[src/rtl/ctrl_pkg.sv]
// ctrl_pkg: shared state/opcode types, RF write-mux codes and debug string helpers
package ctrl_pkg;

  typedef enum logic [3:0] {
    Init, Fetch, Decode, Noop, Store, Load_A, Load_B, Add, Sub, Ldi, Jmp, Jz, Halt
  } state_t;

  typedef enum logic [3:0] {
    OP_NOOP, OP_STORE, OP_LOAD, OP_ADD, OP_SUB, OP_HALT, OP_LDI, OP_JMP, OP_JZ
  } opcode_t;

  localparam logic [1:0] RF_S_ALU = 2'd0;
  localparam logic [1:0] RF_S_MEM = 2'd1;
  localparam logic [1:0] RF_S_IMM = 2'd2;

  function automatic string state_str(state_t s);
    case (s)
      Init:    return "Init";
      Fetch:   return "Fetch";
      Decode:  return "Decode";
      Noop:    return "Noop";
      Store:   return "Store";
      Load_A:  return "Load_A";
      Load_B:  return "Load_B";
      Add:     return "Add";
      Sub:     return "Sub";
      Ldi:     return "Ldi";
      Jmp:     return "Jmp";
      Jz:      return "Jz";
      Halt:    return "Halt";
      default: return "Bad";
    endcase
  endfunction

  function automatic string op_str(opcode_t o);
    case (o)
      OP_NOOP:  return "noop";
      OP_STORE: return "store";
      OP_LOAD:  return "load";
      OP_ADD:   return "add";
      OP_SUB:   return "sub";
      OP_HALT:  return "halt";
      OP_LDI:   return "ldi";
      OP_JMP:   return "jmp";
      OP_JZ:    return "jz";
      default:  return "illegal";
    endcase
  endfunction

endpackage

[src/rtl/control_fsm_param_wait_counter.sv]
// wait_counter: loadable down-counter that holds at zero; done flags zero
module wait_counter #(
  parameter int W = 1
) (
  input  logic         Clk,
  input  logic         ResetN,
  input  logic         load,
  input  logic [W-1:0] load_val,
  output logic         done
);

  logic [W-1:0] cnt;

  always_ff @(posedge Clk or negedge ResetN) begin
    if (!ResetN) cnt <= '0;
    else if (load) cnt <= load_val;
    else if (cnt != '0) cnt <= cnt - W'(1);
  end

  assign done = (cnt == '0);

endmodule

[src/rtl/control_fsm_param.sv]
// control_fsm_param: Moore fetch/decode/execute sequencer driving PC, memories, RF and ALU
module control_fsm_param
  import ctrl_pkg::*;
#(
  parameter int RA_W    = 4,
  parameter int ALU_S_W = 3,
  parameter int MEM_LAT = 1,
  parameter int ADD_SEL = 1,
  parameter int SUB_SEL = 2,
  localparam int IR_W   = 4 + 3*RA_W,
  localparam int DA_W   = 2*RA_W
) (
  input  logic               Clk,
  input  logic               ResetN,
  input  logic [IR_W-1:0]    IR,
  input  logic               Ra_zero,
  input  logic               Run,
  output logic               PC_clr,
  output logic               PC_up,
  output logic               PC_ld,
  output logic [DA_W-1:0]    PC_addr,
  output logic               IR_ld,
  output logic [DA_W-1:0]    D_addr,
  output logic               D_wr,
  output logic [1:0]         RF_s,
  output logic [DA_W-1:0]    Imm,
  output logic               RF_W_en,
  output logic [RA_W-1:0]    RF_W_addr,
  output logic [RA_W-1:0]    RF_Ra_addr,
  output logic [RA_W-1:0]    RF_Rb_addr,
  output logic [ALU_S_W-1:0] Alu_s0,
  output logic               Err,
  output state_t             CurrentState,
  output state_t             NextState
);

  localparam int CW = $clog2(MEM_LAT + 1);

  logic [3:0]      op;
  logic [RA_W-1:0] fa, fb, fc;
  logic [DA_W-1:0] lo, mid;
  logic            illegal, wait_done;

  assign op      = IR[IR_W-1 -: 4];
  assign fa      = IR[3*RA_W-1:2*RA_W];
  assign fb      = IR[2*RA_W-1:RA_W];
  assign fc      = IR[RA_W-1:0];
  assign lo      = IR[DA_W-1:0];
  assign mid     = IR[DA_W+RA_W-1:RA_W];
  assign illegal = op > 4'd8;

  // Armed while leaving Decode so Load_A lasts exactly MEM_LAT cycles
  wait_counter #(.W(CW)) u_wait (
    .Clk      (Clk),
    .ResetN   (ResetN),
    .load     (CurrentState == Decode && op == OP_LOAD),
    .load_val (CW'(MEM_LAT - 1)),
    .done     (wait_done)
  );

  always_ff @(posedge Clk or negedge ResetN) begin
    if (!ResetN) begin
      CurrentState <= Init;
      Err          <= 1'b0;
    end else begin
      CurrentState <= NextState;
      if (CurrentState == Decode && illegal) Err <= 1'b1;
    end
  end

  always_comb begin
    NextState = Init;
    case (CurrentState)
      Init:    NextState = Fetch;
      Fetch:   NextState = Decode;
      Decode: begin
        case (op)
          OP_NOOP:  NextState = Noop;
          OP_STORE: NextState = Store;
          OP_LOAD:  NextState = Load_A;
          OP_ADD:   NextState = Add;
          OP_SUB:   NextState = Sub;
          OP_HALT:  NextState = Halt;
          OP_LDI:   NextState = Ldi;
          OP_JMP:   NextState = Jmp;
          OP_JZ:    NextState = Jz;
          default:  NextState = Halt;
        endcase
      end
      Load_A:  NextState = wait_done ? Load_B : Load_A;
      Halt:    NextState = (Run && !Err) ? Fetch : Halt;
      Noop, Store, Load_B, Add, Sub, Ldi, Jmp, Jz: NextState = Fetch;
      default: NextState = Init;
    endcase
  end

  always_comb begin
    PC_clr     = 1'b0;
    PC_up      = 1'b0;
    PC_ld      = 1'b0;
    PC_addr    = '0;
    IR_ld      = 1'b0;
    D_addr     = '0;
    D_wr       = 1'b0;
    RF_s       = RF_S_ALU;
    Imm        = '0;
    RF_W_en    = 1'b0;
    RF_W_addr  = '0;
    RF_Ra_addr = '0;
    RF_Rb_addr = '0;
    Alu_s0     = '0;
    case (CurrentState)
      Init: PC_clr = 1'b1;
      Fetch: begin
        IR_ld = 1'b1;
        PC_up = 1'b1;
      end
      Store: begin
        D_addr     = lo;
        D_wr       = 1'b1;
        RF_Ra_addr = fa;
      end
      Load_A, Load_B: begin
        D_addr    = mid;
        RF_s      = RF_S_MEM;
        RF_W_addr = fc;
        RF_W_en   = CurrentState == Load_B;
      end
      Add, Sub: begin
        RF_Ra_addr = fa;
        RF_Rb_addr = fb;
        RF_W_addr  = fc;
        RF_W_en    = 1'b1;
        Alu_s0     = CurrentState == Add ? ALU_S_W'(ADD_SEL) : ALU_S_W'(SUB_SEL);
      end
      Ldi: begin
        RF_s      = RF_S_IMM;
        Imm       = lo;
        RF_W_addr = fa;
        RF_W_en   = 1'b1;
      end
      Jmp: begin
        PC_ld   = 1'b1;
        PC_addr = lo;
      end
      Jz: begin
        RF_Ra_addr = fa;
        PC_addr    = lo;
        PC_ld      = Ra_zero;
      end
      default: ;
    endcase
  end

endmodule

[config.mk]
export PLATFORM = sky130hd
export DESIGN_NAME = control_fsm_param
export DESIGN_NICKNAME = d
export VERILOG_FILES = /design/src/rtl/ctrl_pkg.sv /design/src/rtl/control_fsm_param_wait_counter.sv /design/src/rtl/control_fsm_param.sv
export SDC_FILE = /design/constraint.sdc
export NUM_CORES = 1
export LEC_CHECK = 0
export BUFFER_PORTS_ARGS = -buffer_cell sky130_fd_sc_hd__clkbuf_2
export CAP_MARGIN = 30
export CORE_MARGIN = 5
export CORE_UTILIZATION = 30
export DETAILED_ROUTE_END_ITERATION = 8
export HOLD_SLACK_MARGIN = 0.08
export PLACE_DENSITY = 0.68
export SYNTH_ARGS = -nofsm -noshare
export SYNTH_HDL_FRONTEND = slang
export SYNTH_SLANG_ARGS = --single-unit
[constraint.sdc]
create_clock -name Clk -period 1.35 [get_ports Clk]
set_input_delay 0.0675 -clock Clk [delete_from_list [all_inputs] [get_ports Clk]]
set_output_delay 0.0675 -clock Clk [all_outputs]
set_load 0.005 [all_outputs]
==> results of run 1 <==
==> worst max-delay path, stage by stage (launching register included) <==
cell and delay (ns):
dfrtp_2 0.45, nor4b_4 0.35, o21ai_2 0.12, o32a_1 0.17
o21ba_4 0.22, buf_6 0.09
==> what timing repair did <==
item,in CTS,in global routing
pin swaps,11,14
buffers inserted,13,9
setup endpoints to repair,51,53
endpoints found under the hold margin,5,0
resized for setup,42,49
cloned,1,2
hold buffers,1,0
==> kinds of logic (layout without fill, tap and decap cells) <==
logic type / after synthesis / count (layout) / share of synthesized area
other: 1 / 1 / 0.00425
XOR/XNOR: 1 / 1 / 0.00993
buffers and inverters: 13 / 130 / 0.0922
multiplexers: 6 / 6 / 0.0681
flip-flops: 5 / 5 / 0.142
AO/OA/AOI/OAI: 25 / 25 / 0.196
adder cells (fa/ha/maj): 4 / 4 / 0.0567
AND/OR/NAND/NOR: 62 / 62 / 0.431
==> state kept, by name (all words and copies together) (netlist names) <==
signal,cells
Err,1
CurrentState,4
==> synthesized netlist by cell type (2+ instances only) <==
cell type and instances:
nand2b_4 2, nor2b_1 4, o21ai_0 8, dfrtp_1 5, nand2_1 7, inv_1 5, a22o_1 8, ha_1 4
buf_4 4, nand2b_1 6, nor2_1 11, buf_2 2, and2_1 24, buf_6 2, a21oi_1 4, nor3_1 4
mux2i_1 6
==> per-stage QoR <==
stage | utilization | power, W | hold WS [ns] | cell area [um2] | setup slack, ns
final | 0.684 | 0.00360 | 0.166 | 1900 | -0.343
after global routing | 0.684 | 0.00389 | 0.165 | 1900 | -0.438
after CTS | 0.614 | 0.00302 | 0.163 | 1710 | -0.334
after detailed placement | 0.514 | 0.00224 | -0.108 | 1430 | -0.143
after global placement | 0.514 | 0.00223 | -0.111 | 1430 | -0.100
after floorplan | - | 0.00136 | -0.228 | 888 | -0.0363
==> per-layer routing <==
metal | GRT usage | share of wire
met1 | 0.156 | 0.32
met2 | 0.310 | 0.54
met3 | 0.0543 | 0.13
met4 | 0.0407 | 0.011
met5 | 0 | 0
==> path summary, 6_finish.rpt <==
kind	start	endpoint
max in group asynchronous	ResetN	CurrentState[3]
hold reg to reg	Err	Err
hold / removal	ResetN	Err
min in group Clk	IR[15]	CurrentState[1]
setup reg to reg	CurrentState[3]	CurrentState[0]
setup / recovery	CurrentState[3]	NextState[0]
==> report_power, final <==
part | internal [W] | switching [W]
Combinational | 0.00175 | 0.00132
Sequential | 0.000228 | 0.000128
Clock | 0.000112 | 0.0000599
Total | 0.00209 | 0.00151
==> placed cells by master (no fill, tap or decap), types with 2 or more instances in the layout <==
cell and count:
a21oi_1 3, a22o_1 8, and2_1 20, and2_4 4, buf_2 10, buf_4 25
buf_6 23, clkbuf_2 62, clkbuf_4 3, dfrtp_2 4, ha_1 4, inv_1 4
mux2i_1 6, nand2_1 4, nand2_2 3, nand2b_1 5, nand2b_4 3, nor2_1 5
nor2_4 5, nor2b_1 2, nor3_4 3, o21ai_2 7
==> layout make-up <==
| cell class | instances | area share |
|---|---|---|
| clock buffers | 4 | 0.0138 |
| inverters | 5 | 0.0118 |
| multi-input cells | 99 | 0.456 |
| flip-flops and latches | 5 | 0.0684 |
| well taps | 31 | 0.0204 |
| repair buffers | 121 | 0.429 |
==> flow_summary.yaml, run 1 <==
timing:
  setup_viol: 51
  slew_violations: 0
  fmax_mhz: 591
  hold_violations: 0
  setup_tns_ns: -12.29
  postLayoutSetupSlackWorst_ns: -0.343
  rsz0062_at_grt: "true"
  fin_skew_ns: 0.00403
  period_share: 1.25
  period_needed_ns: 1.69
routing:
  wirelength_um: 3600
  dr_total_vias: 1271
  drtIter0Drc: 44
  routedWlPerCell_um: 13.6
  drcViolationCount: 0
  first_pass_iters: 4
  drt.antenna.violating_nets: 0
  viasPerCell: 4.80
worst_setup_path:
  required_ns: 1.28
  crit_fanout: 5
  ff2ff_path_depth: 4
  startpoint_type: "flip-flop"
  end_kind: "output port"
  path_class: "reg2out"
  rrSetupSlack_ns: -0.01
  crit_arrival_ns: 1.63
outcome:
  violations: "negative setup slack"
  status: "complete, but fails checks"
clocking:
  clock_latency_ns: 0.24
  h-tree-depth: 1
  numCtsBuffers: 3
  path_clk_slew_ns: 0.04
  cts_root_buf: "clkbuf_4"
  cts_tree: "yes"
  cts_buffer_depth: 2
  clock-sinks: 5
global_routing:
  grt_pass1_vias: 1258
  grt_usage: 0.159
  grt_first_pass_wirelength_um: 5550
  antenna_found_initial: 0
  grt_max_degree: 10
  grt_overflow: 0
logic_synthesis:
  synth_top_area_cell: "and2_1"
  netlist_instances: 117
  syn_avg_cell_area_um2: 7.54
  ys_types: 28
  synth_top_area_frac: 0.170
  synth_flop_cell: "dfrtp_1"
  synth_nets: 141
  postSynth.asyncResetShare: 1.00
  synth_warnings: 0
  netlist_top_cells_area: "and2_1 (17%), dfrtp_1 (14%), a22o_1 (7.9%), mux2i_1 (6.8%), ha_1 (5.7%)"
  synth-edff-count: 0
  seq_area_frac_synth: 0.142
  synth_area_um2: 882
  synth-seq-cells: 5
pwr:
  leakage_nw: 1.02
  max-vdd-ir-drop_mv: 1.46
  cellPowerDensity_mw_per_mm2: 1890
placed_design:
  port_buffers: 74
  place.gp.congestion: 0.789
  dp.cells: 240
  dp_hpwl_um: 2630
die:
  fp-row-count: 19
  core-area_mm2: 0.00278
  die_h_um: 64.2
  start_util: 0.317
  die_area_mm2: 0.00412
  ios: 76
  die_w_um: 64.2
min_path:
  hold_class: "in2async"
cells_and_area:
  drive_above_1_share: 0.701
  num_antenna_cells: 0
  area_growth_pct: 116
  nets: 259
  seq_area_um2: 130
  nFillCells: 231
  multi_input_comb_area_um2: 868
  fin_cells: 265
run:
  max_cap_violations: 0
No activity file was read; power rests on OpenSTA's default activity.
==> run 2: changes to the inputs <==
--- a/config.mk
+++ b/config.mk
@@ -11,7 +11,8 @@
 export CORE_UTILIZATION = 30
 export DETAILED_ROUTE_END_ITERATION = 8
 export HOLD_SLACK_MARGIN = 0.08
-export PLACE_DENSITY = 0.68
+export PLACE_DENSITY = 0.66
 export SYNTH_ARGS = -nofsm -noshare
 export SYNTH_HDL_FRONTEND = slang
 export SYNTH_SLANG_ARGS = --single-unit
+export TNS_END_PERCENT = 50
==> constraint.sdc (replaced) <==
create_clock -name Clk -period 2.1 [get_ports Clk]
set_input_delay 0.105 -clock Clk [delete_from_list [all_inputs] [get_ports Clk]]
set_output_delay 0.105 -clock Clk [all_outputs]
set_load 0.005 [all_outputs]
==> run 2 against run 1 <==
Hold slack improved by 0.031 ns; clock skew barely moved; routed wire length fell by 23%; sequential share of layout area rose by 2.9 points; flip-flop and latch count did not move; via count fell by 18%; clock power fell by 31%; first-iteration DRC count fell by 36%; sequential power fell by 28%; critical path depth did not move; the flow now finishes without violations; setup slack improved by 0.56 ns; combinational power fell by 71%.
==> flow_summary.yaml, run 2 (synthesis results as in run 1) <==
timing:
  fmax_mhz: 532
  timing.slew.headroom: 0.659
  setup_tns_ns: 0
  fin_skew_ns: 0.00399
  hold_violations: 0
  period_share: 0.896
  tightest_slew_ns: 0.509
  rsz0062_at_grt: "false"
  slew_violations: 0
  period_needed_ns: 1.88
  setup_viol: 0
die:
  fp-row-count: 19
  ios: 76
  start_util: 0.317
  core-area_mm2: 0.00278
  die_h_um: 64.2
  die_w_um: 64.2
  die_area_mm2: 0.00412
routing:
  routedWlPerCell_um: 12.6
  drt.antenna.violating_nets: 0
  dr_total_vias: 1043
  wirelength_um: 2780
  drcViolationCount: 0
  met3_length_um: 427
  topRoutingLayerUsed: "met4"
  first_pass_iters: 2
  route.met2.wl_um: 1250
  viasPerCell: 4.72
  drtIter0Drc: 28
  wl_met1_um: 1080
clocking:
  post_cts.repair.setup_buffers: 0
  cts_root_buf: "clkbuf_4"
  cts_tree: "yes"
  clock-sinks: 5
  cts_buffer_depth: 2
  h-tree-depth: 1
  numCtsBuffers: 3
  path_clk_slew_ns: 0.05
  clock_latency_ns: 0.25
cells_and_area:
  area_growth_pct: 45.1
  multi_input_comb_area_um2: 676
  regMostFlops: "CurrentState"
  drive_above_1_share: 0.447
  num_antenna_cells: 0
  final_cell_mix: "clkbuf_2 (74), and2_1 (24), nor2_1 (11)"
  nFillCells: 282
  final_common_cell: "clkbuf_2"
  nets: 215
  reg_top3: "CurrentState: 4 flops, Err: 1 flops"
  largest_register_ffs: 4
  seq_area_um2: 125
worst_setup_path:
  crit_buf_inv: 1
  slowest_stage: "dfrtp_1"
  slowest_delay_ns: 0.53
  cpLargestDelayFamily: "flip-flops"
  crit_fanout: 11
  cp.depth: 5
  ff2ff_path_depth: 4
  crit_arrival_ns: 1.78
  startpoint_type: "flip-flop"
  path_class: "reg2out"
  end_kind: "output port"
  cp_cell_sequence: "nor4b_4, o21ai_2, o32a_1, o21ba_1, clkbuf_2"
  required_ns: 2.00
global_routing:
  grt_first_pass_wirelength_um: 4460
  grt_overflow: 0
  grt_max_degree: 12
  grt_usage: 0.129
  grt_pass1_vias: 966
  antenna_found_initial: 0
run:
  max_cap_violations: 0
pwr:
  leakage_nw: 0.726
  max-vdd-ir-drop_mv: 0.706
  power.total_w: 0.00127
  cellPowerDensity_mw_per_mm2: 995
placed_design:
  place.gp.congestion: 0.788
  port_buffers: 74
  dp_hpwl_um: 2430
min_path:
  hold_class: "in2async"
outcome:
  status: "complete, no violations"
## run 2: cell count changes in the layout (fill, tap and decap cells not counted), sizes merged
cell	delta
clkinvlp	-1
buf	-56
inv	+1
clkbuf	+12
## run 2: per-layer routing
metal	up-vias	track usage
li1	542	-
met1	438	0.149
met2	61	0.229
met3	2	0.0403
met4	0	0.0305
met5	-	0
## run 2: report_power, final
part / total, W / switching [W] / leakage, nW / internal, W
sequential: 0.000255 / 0.000117 / 0.0601 / 0.000138
combinational: 0.000902 / 0.000443 / 0.651 / 0.000458
clock: 0.000118 / 0.0000455 / 0.0150 / 0.0000722
total: 0.00127 / 0.000605 / 0.726 / 0.000669
## run 2: per-stage QoR
step | setup slack [ns] | util | hold slack [ns] | cell area [um2] | std cells
3_5_place_dp | 0.478 | 0.447 | -0.0661 | 1240 | 216
6_report | 0.219 | 0.460 | 0.197 | 1280 | 221
5_1_grt | 0.0302 | 0.460 | 0.209 | 1280 | 221
3_3_place_gp | 0.481 | 0.447 | -0.0678 | 1240 | 216
4_1_cts | 0.195 | 0.460 | 0.191 | 1280 | 221
2_1_floorplan | 0.677 | - | -0.191 | 882 | 117
## run 2: what timing repair did
| action | in CTS | in global routing |
|---|---|---|
| hold endpoints to repair | 5 | 0 |
| hold buffers | 1 | 0 |
| endpoints found under the setup margin | 0 | 0 |
| gates resized for setup | 0 | 0 |
## run 2: worst register-to-register path, cell delays in order (launching register included)
cell and delay, ns:
dfrtp_1 0.53, nor4b_4 0.40, o21ai_2 0.11, o32a_1 0.16
o21ba_1 0.22
## run 2: layout make-up
class,instances,area share
inverter,5,0.0147
timing repair buffer,77,0.309
sequential,5,0.0978
tap,31,0.0303
clock buffer,4,0.0205
multi-input combinational,99,0.528
## run 2: final timing paths
path                                    to             from  slack, ns
max reg2reg                CurrentState[0]  CurrentState[3]       0.62
min reg2reg                            Err              Err       0.49
min in group Clk           CurrentState[1]           IR[15]       0.26
max                           NextState[0]  CurrentState[3]       0.22
min                                    Err           ResetN       0.20
max in group asynchronous  CurrentState[3]           ResetN       1.76
